===== config.mk =====
export PLATFORM = sky130hd
export DESIGN_NAME = sdram_arb
export DESIGN_NICKNAME = d
export VERILOG_FILES = /design/src/rtl/sdram_arb.sv
export SDC_FILE = /design/constraint.sdc
export NUM_CORES = 1
export LEC_CHECK = 0
export ABC_AREA = 1
export BUFFER_PORTS_ARGS = -buffer_cell sky130_fd_sc_hd__buf_2
export CAP_MARGIN = 20
export CELL_PAD_IN_SITES_DETAIL_PLACEMENT = 1
export CELL_PAD_IN_SITES_GLOBAL_PLACEMENT = 2
export CORE_UTILIZATION = 26
export CTS_BUF_LIST = sky130_fd_sc_hd__clkbuf_8 sky130_fd_sc_hd__clkbuf_16
export DETAILED_ROUTE_END_ITERATION = 8
export GPL_TIMING_DRIVEN = 0
export PLACE_DENSITY_LB_ADDON = 0.3
export SKIP_LAST_GASP = 1
export SLEW_MARGIN = 20
export SYNTH_ARGS = -nofsm -noshare
export SYNTH_HDL_FRONTEND = slang
export SYNTH_SLANG_ARGS = --single-unit

===== constraint.sdc =====
create_clock -name CLK -period 2.5 [get_ports CLK]
set_input_delay 0.25 -clock CLK [delete_from_list [all_inputs] [get_ports CLK]]
set_output_delay 0.25 -clock CLK [all_outputs]
set_load 0.1 [all_outputs]

===== src/rtl/sdram_arb.sv =====
// rtl/sdram_arb.sv - three-port SDRAM controller arbiter with watchdog
module sdram_arb #(
  parameter int FIXED_PRIO = 0,
  parameter int TIMEOUT    = 255
) (
  input  logic        CLK,
  input  logic        RESET_N,
  input  logic [2:0]  req,
  input  logic [2:0]  we,
  input  logic [24:0] addr0,
  input  logic [24:0] addr1,
  input  logic [24:0] addr2,
  input  logic [1:0]  wtbt0,
  input  logic [1:0]  wtbt1,
  input  logic [1:0]  wtbt2,
  input  logic [15:0] wdata0,
  input  logic [15:0] wdata1,
  input  logic [15:0] wdata2,
  output logic [2:0]  ack,
  output logic [2:0]  err,
  output logic [15:0] rdata,
  output logic        busy,
  output logic [1:0]  grant_id,
  output logic [24:0] sdram_addr,
  output logic [1:0]  sdram_wtbt,
  output logic [15:0] sdram_data_i,
  output logic        sdram_rd,
  output logic        sdram_we,
  input  logic [15:0] sdram_data_o,
  input  logic        sdram_ready
);

  typedef enum logic [1:0] {IDLE, ACCESS, DONE} state_t;

  localparam logic [7:0] TO_LIMIT = 8'(TIMEOUT);
  localparam bit         WD_EN    = (TIMEOUT != 0);
  localparam bit         FIXED    = (FIXED_PRIO != 0);

  state_t      state_q, state_d;
  logic [1:0]  last_q, last_d;
  logic [7:0]  wd_q, wd_d;
  logic [2:0]  ack_q, ack_d;
  logic [2:0]  err_q, err_d;
  logic [15:0] rdata_q, rdata_d;
  logic        busy_q;
  logic [1:0]  grant_q, grant_d;
  logic [24:0] addr_q, addr_d;
  logic [1:0]  wtbt_q, wtbt_d;
  logic [15:0] data_q, data_d;
  logic        rd_q, rd_d;
  logic        we_q, we_d;

  logic [1:0]  win;
  logic [24:0] win_addr;
  logic [1:0]  win_wtbt;
  logic [15:0] win_data;
  logic        win_we;

  // Winner selection: fixed priority by index, or round-robin starting after the last winner
  always_comb begin
    win = 2'd0;
    if (FIXED) begin
      if (req[0])      win = 2'd0;
      else if (req[1]) win = 2'd1;
      else             win = 2'd2;
    end else begin
      case (last_q)
        2'd0:    win = req[1] ? 2'd1 : (req[2] ? 2'd2 : 2'd0);
        2'd1:    win = req[2] ? 2'd2 : (req[0] ? 2'd0 : 2'd1);
        default: win = req[0] ? 2'd0 : (req[1] ? 2'd1 : 2'd2);
      endcase
    end
  end

  // Route the selected port's request fields toward the controller registers
  always_comb begin
    win_addr = addr2;
    win_wtbt = wtbt2;
    win_data = wdata2;
    win_we   = we[2];
    case (win)
      2'd0: begin
        win_addr = addr0;
        win_wtbt = wtbt0;
        win_data = wdata0;
        win_we   = we[0];
      end
      2'd1: begin
        win_addr = addr1;
        win_wtbt = wtbt1;
        win_data = wdata1;
        win_we   = we[1];
      end
      default: ;
    endcase
  end

  // Next-state and output logic for the IDLE/ACCESS/DONE sequence
  always_comb begin
    state_d = state_q;
    last_d  = last_q;
    wd_d    = wd_q;
    ack_d   = 3'b000;
    err_d   = 3'b000;
    rdata_d = rdata_q;
    grant_d = grant_q;
    addr_d  = addr_q;
    wtbt_d  = wtbt_q;
    data_d  = data_q;
    rd_d    = rd_q;
    we_d    = we_q;
    case (state_q)
      IDLE: begin
        if (|req) begin
          grant_d = win;
          addr_d  = win_addr;
          wtbt_d  = win_wtbt;
          data_d  = win_data;
          we_d    = win_we;
          rd_d    = ~win_we;
          wd_d    = 8'd0;
          state_d = ACCESS;
        end
      end
      ACCESS: begin
        if (sdram_ready) begin
          rd_d  = 1'b0;
          we_d  = 1'b0;
          if (rd_q) rdata_d = sdram_data_o;
          ack_d = 3'b001 << grant_q;
          state_d = DONE;
        end else if (WD_EN && (wd_q == TO_LIMIT)) begin
          rd_d  = 1'b0;
          we_d  = 1'b0;
          err_d = 3'b001 << grant_q;
          state_d = DONE;
        end else begin
          wd_d = wd_q + 8'd1;
        end
      end
      DONE: begin
        last_d  = grant_q;
        state_d = IDLE;
      end
      default: state_d = IDLE;
    endcase
  end

  // State and output registers; reset forces every strobe low immediately
  always_ff @(posedge CLK or negedge RESET_N) begin
    if (!RESET_N) begin
      state_q <= IDLE;
      last_q  <= 2'd2;
      wd_q    <= 8'd0;
      ack_q   <= 3'b000;
      err_q   <= 3'b000;
      rdata_q <= 16'h0000;
      busy_q  <= 1'b0;
      grant_q <= 2'd0;
      addr_q  <= 25'd0;
      wtbt_q  <= 2'd0;
      data_q  <= 16'h0000;
      rd_q    <= 1'b0;
      we_q    <= 1'b0;
    end else begin
      state_q <= state_d;
      last_q  <= last_d;
      wd_q    <= wd_d;
      ack_q   <= ack_d;
      err_q   <= err_d;
      rdata_q <= rdata_d;
      busy_q  <= (state_d != IDLE);
      grant_q <= grant_d;
      addr_q  <= addr_d;
      wtbt_q  <= wtbt_d;
      data_q  <= data_d;
      rd_q    <= rd_d;
      we_q    <= we_d;
    end
  end

  assign ack          = ack_q;
  assign err          = err_q;
  assign rdata        = rdata_q;
  assign busy         = busy_q;
  assign grant_id     = grant_q;
  assign sdram_addr   = addr_q;
  assign sdram_wtbt   = wtbt_q;
  assign sdram_data_i = data_q;
  assign sdram_rd     = rd_q;
  assign sdram_we     = we_q;

endmodule


==> results.tsv <==
stage	metric	value	unit
sta	minimum clock period	1.63	ns
floorplanning	die height	132	um
status	status	complete, no violations	
detailed_routing	DR WL/cell	14.4	um
clock_network	clk buf depth	2	
detailed_routing	vias per inst	4.39	
detailed_routing	Routed WL	14700	um
floorplanning	die area	17500	um2
yosys	sequential-to-total area share from yosys stat	46.5	%
clock_network	post-CTS resize count	0	
yosys	Synth area leaders	dfrtp_1 46%, nand2_1 14%, nand3_1 6.8%	
global_route	GRT Total Usage	17.5	%
yosys	Post-Synthesis Cells	556	
clock_network	CTS tree	done	
final_layout	fillcell total	2122	
worst_setup_path	crit-path max FO	10	
worst_setup_path	crit end category	flip-flop	
worst_setup_path	worst reg2reg setup slack	0.87	ns
final_layout	Final #Nets	947	
clock_network	post-CTS setup buffers	0	
min_path	worst hold path class	primary input to flip-flop	
clock_network	htree depth	3	
global_route	total grt overflow	0	
clock_network	cts bufs inserted	9	
final_layout	Cell Count, Final, Fillers Out	1017	
global_route	largest net degree at the start of global routing	46	
worst_setup_path	startpoint types	flip-flop	
worst_setup_path	CP Class	flip-flop to flip-flop	
clock_network	Clock Latency Late Sink	0.34	ns
sta	fin crit share	65.3	%
sta	Setup violations, final	0	
final_layout	most frequent cells in the layout	228 x buf_2, 159 x nand2_1, 81 x dfrtp_1	
place	Placer Congestion	0.824	
floorplanning	I/O pin count	224	
yosys	Post-synth EDFFs	0	
yosys	asr flop ratio synth	100	%
sta	Fin Setup TNS	0	ns
place	half-perimeter wire length after placement	11900	um
place	placed insts	1000	
detailed_routing	drt drc	0	
sta	RSZ-0062 raised after global routing	no	
yosys	Syn Std Cell Area	4420	um2
worst_setup_path	required time of the critical path	2.79	ns
yosys	Synth top area share	45.9	%
global_route	vias in the first global route	4796	
floorplanning	die extent in x	132	um
floorplanning	Starting Density	26.6	%
yosys	syn avg cell area	7.94	um2
floorplanning	Core Box Area	16600	um2
sta	worst slew pin tran	0.534	ns
detailed_routing	Detailed Route Iter0 Violations	118	
yosys	dominant synthesized flop cell	dfrtp_1	
clock_network	hold-fix buffer count after cts	1	
yosys	FF+latch count, synth	82	
detailed_routing	DR vias	4462	
yosys	synth warn	0	
clock_network	Sink Count	82	
final_layout	most common cell after layout, fill and taps aside	buf_2	
run	Max-Cap Viols	0	
floorplanning	placement row count	47	
sta	final max-slew violation count	0	
worst_setup_path	critical path arrival	1.92	ns
clock_network	clk root buf	clkbuf_16	
global_route	initial antenna violation count	0	
sta	f_max	0.613	GHz
clock_network	Worst-path clk slew	0.07	ns
detailed_routing	DR pass1 iterations	4	
place	port bufs	223	
yosys	Post-Syn Nets	711	
sta	Final Hold Viols	0	
yosys	unique cell type count in the Yosys netlist	28	
detailed_routing	post-route ant nets	0	
final_layout	area grow syn2layout	39.4	%
final_layout	n_diodes	0	
sta	final clock skew	0.00710	ns
global_route	first-pass GRT wire length	24200	um
final_layout	share of cells above drive strength 1	37.4	%
sta	worst rel slew slack	64.4	%
yosys	Synth area leader	dfrtp_1	
critical path, cell delays in order, from the launching register on:
cell and delay [ns]:
dfstp_2 0.58, inv_1 0.06, nand3_1 0.09, nand3_2 0.17, nor2_4 0.23, buf_6 0.18
nand2_1 0.06, nand3_1 0.08, nand2_1 0.07, inv_1 0.05
metal layers:
layer / wire length [um] / global-route usage [%]
met5: 0 / 0
met4: 204 / 6.13
met3: 896 / 4.00
met2: 7290 / 30.4
met1: 6270 / 21.1
registers in the layout (all words and copies together), names as in the netlist:
| signal | cells |
|---|---|
| err | 3 |
| sdram_we | 1 |
| sdram_rd | 1 |
| busy | 1 |
| sdram_addr | 25 |
| ack | 3 |
| grant_id | 2 |
| last_q | 2 |
| sdram_data_i | 16 |
| state_q | 2 |
| wd_q | 8 |
| rdata | 16 |
| sdram_wtbt | 2 |
cell type report:
class | instances | area (um2) | share of cell area (%)
well taps | 220 | 275 | 4.47
flip-flops and latches | 82 | 2050 | 33.3
repair buffers | 225 | 1160 | 18.8
clock buffers | 9 | 225 | 3.66
clock inverters | 7 | 83.8 | 1.36
inverters | 62 | 233 | 3.78
multi-input cells | 385 | 1920 | 31.3
plain buffers | 27 | 206 | 3.35
path summary, 6_finish.rpt:
kind,from,to,cells after the start
max in group asynchronous,RESET_N,wd_q[3],3
worst min-delay path,sdram_data_o[7],rdata[7],2
worst max register to register,last_q[1],sdram_addr[3],9
min in group asynchronous,RESET_N,sdram_addr[14],2
worst min register to register,rdata[7],rdata[7],1
worst max-delay path,last_q[1],sdram_addr[3],9
per-stage QoR:
step           worst slack (ns)  util (%)  hold WS [ns]  area, um2
2_1_floorplan             0.740         -       -0.0456       4420
3_3_place_gp              0.458      35.0         0.469       5810
3_5_place_dp              0.852      35.2         0.247       5840
4_1_cts                   0.829      37.1         0.101       6160
5_1_grt                   0.685      37.1         0.119       6160
6_report                  0.868      37.1         0.122       6160
kinds of logic (layout without fill, tap and decap cells):
kind of cell / after synthesis / in the layout / synth area share [%]
compound gates: 38 / 38 / 4.31
fa+ha+maj: 1 / 1 / 0.283
mux: 16 / 16 / 4.08
xor+xnor: 3 / 3 / 0.595
simple gates: 327 / 327 / 34.3
flops: 82 / 82 / 46.5
buf+inv: 89 / 330 / 9.94
cell usage after synthesis, types with 8 or more instances:
cell type / number
nor2_1: 51
or2_1: 22
a21oi_1: 32
mux2_2: 9
nand3_1: 60
dfrtp_1: 81
nand2_1: 159
buf_6: 12
or2_2: 8
nor3_2: 12
inv_1: 60
Power is not shown: default switching activity piles up to over one toggle a cycle in this logic, so the estimate is an artifact.
